$ cat config.mk
export PLATFORM = sky130hd
export DESIGN_NAME = mc_control_fsm
export DESIGN_NICKNAME = d
export VERILOG_FILES = /design/src/rtl/mc_ctrl_defs.sv /design/src/rtl/mc_instr_deco.sv /design/src/rtl/mc_control_fsm.sv
export SDC_FILE = /design/constraint.sdc
export NUM_CORES = 1
export LEC_CHECK = 0
export CAP_MARGIN = 0
export CORE_MARGIN = 2
export CORE_UTILIZATION = 39
export DETAILED_ROUTE_END_ITERATION = 12
export HOLD_SLACK_MARGIN = 0.15
export PLACE_DENSITY = 0.85
export SYNTH_ARGS = -nofsm -noshare
export SYNTH_HDL_FRONTEND = slang
export SYNTH_HIERARCHICAL = 1
export SYNTH_SLANG_ARGS = --single-unit
$ cat constraint.sdc
create_clock -name clk -period 2.7 [get_ports clk]
set_input_delay 0.54 -clock clk [delete_from_list [all_inputs] [get_ports clk]]
set_output_delay 0.54 -clock clk [all_outputs]
set_load 0.05 [all_outputs]
$ cat src/rtl/mc_ctrl_defs.sv
// Shared encodings for the multicycle control unit: opcodes, FSM states, ALU and mux-select codes.
// Pure definitions; no logic, no latency, no flow control.
package mc_ctrl_defs;

   localparam logic [6:0] OP_LW  = 7'b0000011;
   localparam logic [6:0] OP_SW  = 7'b0100011;
   localparam logic [6:0] OP_R   = 7'b0110011;
   localparam logic [6:0] OP_I   = 7'b0010011;
   localparam logic [6:0] OP_BEQ = 7'b1100011;
   localparam logic [6:0] OP_JAL = 7'b1101111;

   // S_TRAP is only reachable when the illegal-op trap is built in.
   typedef enum logic [3:0] {
      S_FETCH    = 4'd0,
      S_DECODE   = 4'd1,
      S_MEMADR   = 4'd2,
      S_MEMREAD  = 4'd3,
      S_MEMWB    = 4'd4,
      S_MEMWRITE = 4'd5,
      S_EXECUTER = 4'd6,
      S_EXECUTEI = 4'd7,
      S_ALUWB    = 4'd8,
      S_BEQ      = 4'd9,
      S_JAL      = 4'd10,
      S_TRAP     = 4'd11
   } state_t;

   localparam logic [1:0] ALUOP_ADD   = 2'b00;
   localparam logic [1:0] ALUOP_SUB   = 2'b01;
   localparam logic [1:0] ALUOP_FUNCT = 2'b10;

   localparam logic [2:0] ALU_ADD = 3'b000;
   localparam logic [2:0] ALU_SUB = 3'b001;
   localparam logic [2:0] ALU_AND = 3'b010;
   localparam logic [2:0] ALU_OR  = 3'b011;
   localparam logic [2:0] ALU_SLT = 3'b101;

   localparam logic [1:0] IMM_I = 2'b00;
   localparam logic [1:0] IMM_S = 2'b01;
   localparam logic [1:0] IMM_B = 2'b10;
   localparam logic [1:0] IMM_J = 2'b11;

   localparam logic       ADR_PC     = 1'b0;
   localparam logic       ADR_ALUOUT = 1'b1;

   localparam logic [1:0] RES_ALUOUT    = 2'b00;
   localparam logic [1:0] RES_DATA      = 2'b01;
   localparam logic [1:0] RES_ALURESULT = 2'b10;

   localparam logic [1:0] SRCA_PC    = 2'b00;
   localparam logic [1:0] SRCA_OLDPC = 2'b01;
   localparam logic [1:0] SRCA_RS1   = 2'b10;

   localparam logic [1:0] SRCB_RS2  = 2'b00;
   localparam logic [1:0] SRCB_IMM  = 2'b01;
   localparam logic [1:0] SRCB_FOUR = 2'b10;

endpackage

$ cat src/rtl/mc_instr_deco.sv
// Immediate-format and ALU-operation decode from the IR fields and the FSM's aluOp.
// Purely combinational, zero latency; no flow control.
module mc_instr_deco
   import mc_ctrl_defs::*;
(
   input  logic [6:0] op,
   input  logic [2:0] f3,
   input  logic [6:0] f7,
   input  logic [1:0] aluOp,
   output logic [1:0] immSrc,
   output logic [2:0] aluControl
);

   logic subType;
   logic unusedF7;

   // Only I-ALU has op[5]=0, so addi with imm[10]=1 still adds.
   assign subType  = op[5] & f7[5];
   assign unusedF7 = ^{f7[6], f7[4:0]};

   always_comb begin
      immSrc = IMM_I;
      case (op)
         OP_SW:   immSrc = IMM_S;
         OP_BEQ:  immSrc = IMM_B;
         OP_JAL:  immSrc = IMM_J;
         default: immSrc = IMM_I;
      endcase
   end

   always_comb begin
      aluControl = ALU_ADD;
      case (aluOp)
         ALUOP_SUB: aluControl = ALU_SUB;
         ALUOP_FUNCT: begin
            case (f3)
               3'b000:  aluControl = subType ? ALU_SUB : ALU_ADD;
               3'b010:  aluControl = ALU_SLT;
               3'b110:  aluControl = ALU_OR;
               3'b111:  aluControl = ALU_AND;
               default: aluControl = ALU_ADD;
            endcase
         end
         default: aluControl = ALU_ADD;
      endcase
   end

endmodule

$ cat src/rtl/mc_control_fsm.sv
// Moore control FSM for the multicycle RISC-V datapath; 2-5 cycles per instruction, no stall input.
// Build with MC_CTRL_ILLEGAL_TRAP_EN to park in TRAP (illegalOp=1) on an unknown opcode until reset.
module mc_control_fsm
   import mc_ctrl_defs::*;
#(
   parameter int STATE_W = 4
)
(
   input  logic       clk,
   input  logic       reset,
   input  logic [6:0] op,
   input  logic [2:0] f3,
   input  logic [6:0] f7,
   input  logic       zero,
   output logic       pcWrite,
   output logic       adrSrc,
   output logic       memWrite,
   output logic       irWrite,
   output logic [1:0] resultSrc,
   output logic [1:0] aluSrcA,
   output logic [1:0] aluSrcB,
   output logic       regWrite,
   output logic [1:0] immSrc,
   output logic [2:0] aluControl,
   output logic       illegalOp
);

   localparam logic [STATE_W-1:0] ST_FETCH = STATE_W'(S_FETCH);

   logic [STATE_W-1:0] stateQ;
   logic [STATE_W-1:0] stateD;
   logic [STATE_W-1:0] decState;
   logic               pcUpdate;
   logic               branch;
   logic               memWr;
   logic               irWr;
   logic               regWr;
   logic [1:0]         aluOp;
`ifdef MC_CTRL_ILLEGAL_TRAP_EN
   logic               trapFlag;
`endif

   always_ff @(posedge clk) begin
      if (reset) stateQ <= ST_FETCH;
      else       stateQ <= stateD;
   end

   // Decoding FETCH during reset makes the non-enable outputs settle immediately.
   assign decState = reset ? ST_FETCH : stateQ;

   always_comb begin
      stateD    = ST_FETCH;
      pcUpdate  = 1'b0;
      branch    = 1'b0;
      adrSrc    = ADR_PC;
      memWr     = 1'b0;
      irWr      = 1'b0;
      regWr     = 1'b0;
      resultSrc = RES_ALUOUT;
      aluSrcA   = SRCA_PC;
      aluSrcB   = SRCB_RS2;
      aluOp     = ALUOP_ADD;
`ifdef MC_CTRL_ILLEGAL_TRAP_EN
      trapFlag  = 1'b0;
`endif
      case (decState)
         STATE_W'(S_FETCH): begin
            irWr      = 1'b1;
            aluSrcB   = SRCB_FOUR;
            resultSrc = RES_ALURESULT;
            pcUpdate  = 1'b1;
            stateD    = STATE_W'(S_DECODE);
         end
         STATE_W'(S_DECODE): begin
            aluSrcA = SRCA_OLDPC;
            aluSrcB = SRCB_IMM;
            case (op)
               OP_LW, OP_SW: stateD = STATE_W'(S_MEMADR);
               OP_R:         stateD = STATE_W'(S_EXECUTER);
               OP_I:         stateD = STATE_W'(S_EXECUTEI);
               OP_BEQ:       stateD = STATE_W'(S_BEQ);
               OP_JAL:       stateD = STATE_W'(S_JAL);
`ifdef MC_CTRL_ILLEGAL_TRAP_EN
               default:      stateD = STATE_W'(S_TRAP);
`else
               default:      stateD = ST_FETCH;
`endif
            endcase
         end
         STATE_W'(S_MEMADR): begin
            aluSrcA = SRCA_RS1;
            aluSrcB = SRCB_IMM;
            stateD  = (op == OP_LW) ? STATE_W'(S_MEMREAD) : STATE_W'(S_MEMWRITE);
         end
         STATE_W'(S_MEMREAD): begin
            adrSrc = ADR_ALUOUT;
            stateD = STATE_W'(S_MEMWB);
         end
         STATE_W'(S_MEMWB): begin
            resultSrc = RES_DATA;
            regWr     = 1'b1;
         end
         STATE_W'(S_MEMWRITE): begin
            adrSrc = ADR_ALUOUT;
            memWr  = 1'b1;
         end
         STATE_W'(S_EXECUTER): begin
            aluSrcA = SRCA_RS1;
            aluOp   = ALUOP_FUNCT;
            stateD  = STATE_W'(S_ALUWB);
         end
         STATE_W'(S_EXECUTEI): begin
            aluSrcA = SRCA_RS1;
            aluSrcB = SRCB_IMM;
            aluOp   = ALUOP_FUNCT;
            stateD  = STATE_W'(S_ALUWB);
         end
         STATE_W'(S_ALUWB): begin
            regWr = 1'b1;
         end
         STATE_W'(S_BEQ): begin
            aluSrcA = SRCA_RS1;
            aluOp   = ALUOP_SUB;
            branch  = 1'b1;
         end
         // ALU forms oldPC+4 as the link value while the PC takes the target from ALUOut.
         STATE_W'(S_JAL): begin
            aluSrcA  = SRCA_OLDPC;
            aluSrcB  = SRCB_FOUR;
            pcUpdate = 1'b1;
            stateD   = STATE_W'(S_ALUWB);
         end
`ifdef MC_CTRL_ILLEGAL_TRAP_EN
         STATE_W'(S_TRAP): begin
            trapFlag = 1'b1;
            stateD   = STATE_W'(S_TRAP);
         end
`endif
         default: stateD = ST_FETCH;
      endcase
   end

   assign pcWrite  = ~reset & (pcUpdate | (branch & zero));
   assign memWrite = ~reset & memWr;
   assign irWrite  = ~reset & irWr;
   assign regWrite = ~reset & regWr;

`ifdef MC_CTRL_ILLEGAL_TRAP_EN
   assign illegalOp = trapFlag;
`else
   assign illegalOp = 1'b0;
`endif

   mc_instr_deco uDeco (
      .op         (op),
      .f3         (f3),
      .f7         (f7),
      .aluOp      (aluOp),
      .immSrc     (immSrc),
      .aluControl (aluControl)
   );

endmodule

==> results.yml <==
clock_tree:
  cts_sinks: 4
  clkLatencyLatePin_ns: 0.23
  numCtsBuffers: 3
  path_clk_slew_ns: 0.03
  root_buffer: "clkbuf_4"
  htreeDepth: 1
  clk_path_buf_depth: 2
  cts_tree: "yes"
  post_cts_buffers: 0
sta:
  setup_viol: 0
  layout_setup_ws_ns: 0.124
  post-route-period-util_pct: 95.4
  maxSlewViolCount: 0
  finalHoldViolCount: 0
  rsz0062_at_grt: "false"
  min_period_ns: 2.58
  max_freq_ghz: 0.388
  clock_skew_ns: 0.00353
placed_design:
  place_area_mm2: 0.00114
  routabilityCongestion: 0.829
  hpwl_mm: 1.58
  port_buffers: 29
  dpl.cell_count: 132
  dp_worst_setup_slack_ns: -0.0256
power_and_ir_drop:
  swShare_pct: 33.0
  power_w: 0.000255
  clkPwrFrac_pct: 27.7
  p_per_area_mw_per_mm2: 217
  power.internal_w: 0.000171
  switchingPower_w: 0.0000842
  ir_drop_mv: 0.251
  seqPwrFrac_pct: 24.1
  combPwrFrac_pct: 48.1
  p_leak_nw: 0.444
logic_synthesis:
  syn-num-nets: 105
  netlist_area_um2: 622
  ys_seq_area_share_pct: 12.9
  synth_top_area_cell: "dfxtp_1"
  syn_area_per_cell_um2: 7.49
  synthTopCellsByArea: "dfxtp_1 (13%), nor3_1 (5.6%), xnor2_1 (4.2%)"
  async_reset_ff_share_pct: 0
  synth_cell_types: 46
  synth_top_area_share_pct: 12.9
  yosys_warnings: 6
  synth_seq_cells: 4
  yosys.area_share.simple_pct: 44.7
  synthAdderAreaFrac_pct: 4.02
  synth-xor-area-share_pct: 5.63
  synth_ff_type: "dfxtp_1"
  synth_top_family_by_area: "simple AND/OR/NAND/NOR gates"
  synth-edff-count: 0
  yosysMostFrequentCell: "nor3_1"
  synthMuxAreaShare_pct: 3.42
  yosys-top-cells-count: "nor3_1 (7), a21oi_1 (5), nor2_1 (5)"
  synth_compound_area_share_pct: 19.3
  postSynthCellCount: 83
floorplanning:
  rows: 14
  die_h_um: 43.9
  fp.dieW_um: 43.9
  die_area_mm2: 0.00193
  core_area_mm2: 0.00151
  start_util_pct: 41.3
  pin_count: 37
critical_path:
  crit_slowest_cell: "dfxtp_1"
  crit_type: "reg -> out"
  crit_buf_inv: 2
  cp_data_required_time_ns: 2.16
  reg2reg_from: "stateQ[1]$_SDFF_PP0_"
  cp_cell_sequence: "inv_1 -> nor3_2 -> ha_1 -> nand2_2 -> o21ba_2 -> a21oi_2 -> buf_12"
  rrSetupSlack_ns: 1.14
  cp-startpoint: "stateQ[1]$_SDFF_PP0_"
  cpPeakStageDelay_ns: 0.53
  critPathLaunchType: "register"
  critical_path.top_delay_family: "flip-flops"
  worstRegToRegCells: 4
  timing.rr.end: "stateQ[2]$_SDFF_PP0_"
  arrival_ns: 2.04
  crit_path_end_kind: "output port"
  critPathMaxFanout: 11
drt:
  routed_wl_mm: 1.97
  drc: 0
  drtPass1Iterations: 5
  dr.first_iter.drc_count: 9
  postRouteAntennaNets: 0
  viasPerCell: 5.84
  wl_per_cell_um: 14.6
  vias: 789
worst_hold_path:
  min_path_type: "reg -> reg"
  holdPathEnd: "stateQ[0]$_SDFF_PP0_"
  hp-start: "stateQ[0]$_SDFF_PP0_"
  min_delay_path_depth: 2
global_routing:
  grt_pass1_vias: 751
  track_usage_pct: 21.4
  grt_pass1_wl_mm: 3.17
  grt-ovfl-total: 0
  grt_max_degree: 12
  antenna_found_initial: 0
final_layout:
  largest_reg_flops: 4
  syn_to_final_growth_pct: 88.7
  top_regs: "stateQ: 4 flops"
  drive_above_1_share_pct: 34.5
  final_area_mm2: 0.00117
  largest_register: "stateQ"
  fillers: 101
  antenna_cells: 0
  fin_nets: 143
  fin_util_pct: 77.9
  fin_cells: 135
status:
  outcome: "completed"
run:
  max_cap_viol_count: 0
## per-layer routing
layer / track usage [%] / up-vias / wire length [µm]
met5: 0 / - / 0
met4: 7.88 / 0 / 28
met3: 2.92 / 4 / 95
met2: 41.5 / 34 / 1090
met1: 23.0 / 370 / 753
li1: - / 381 / -
## how the worst max path moves through the flow
stage                          endpoint  slack, ns  depth (start not counted)
after floorplan           aluControl[1]       0.06                          6
final                     aluControl[0]       0.12                          7
after global routing      aluControl[0]       0.02                          7
after global placement           adrSrc       0.03                          5
after detailed placement  aluControl[0]      -0.03                          9
after CTS                 aluControl[0]       0.15                          7
## power by group through the flow
stage | combinational [W] | sequential [W] | clock, W
2_1_floorplan | 0.0000576 | 0.0000623 | 0
3_3_place_gp | 0.000117 | 0.0000623 | 0
3_5_place_dp | 0.000120 | 0.0000624 | 0
4_1_cts | 0.000123 | 0.0000616 | 0.0000716
5_1_grt | 0.000129 | 0.0000616 | 0.0000790
6_report | 0.000123 | 0.0000616 | 0.0000708
## kinds of logic (layout without fill, tap and decap cells)
kind of cell	count (synthesis)	count (layout)
mux	2	2
simple gates	43	43
compound gates	17	17
xor+xnor	4	4
flops	4	4
other cells	1	1
buf+inv	10	46
fa+ha+maj	2	2
## cell usage in the layout (no fill, tap or decap), drive strengths merged, types with 2 or more instances in the layout
cell type | synthesis | layout
ha | 2 | 2
buf | 5 | 26
or3 | 2 | 2
nor3 | 7 | 7
nand2 | 3 | 3
a21boi | 2 | 2
clkbuf | 1 | 3
or3b | 2 | 2
a21oi | 5 | 5
inv | 4 | 4
nand3 | 2 | 2
dfxtp | 4 | 4
xnor2 | 3 | 3
nand2b | 4 | 4
nor3b | 3 | 3
nor2 | 5 | 5
nand4 | 3 | 3
clkdlybuf4s50 | 0 | 12
o21ai | 2 | 2
## per-stage QoR
| step | hold WS (ns) | setup TNS, ns |
|---|---|---|
| 2_1_floorplan | 0.549 | 0 |
| 3_3_place_gp | 0.604 | 0 |
| 3_5_place_dp | 0.621 | -0.0330 |
| 4_1_cts | 0.627 | 0 |
| 5_1_grt | 0.654 | 0 |
| 6_report | 0.628 | 0 |
## timing repair
item / in CTS / in global routing
setup endpoints to repair: 2 / 0
gates resized for setup: 4 / 0
hold buffers: 0 / 0
## final cells by class
class	instances	area (µm²)	share of cell area (%)
clock buffers	3	22.5	1.92
well taps	16	20.0	1.71
repair buffers	39	524	44.7
multi-input cells	69	512	43.6
flip-flops and latches	4	80.1	6.82
inverters	4	15.0	1.28
## tightest hold or removal path, cell delays in order, from the launching register on
cell,delay [ns]
dfxtp_1,0.31
buf_4,0.16
a21boi_0,0.09
Note: power is estimated with default switching activity, not from simulation.
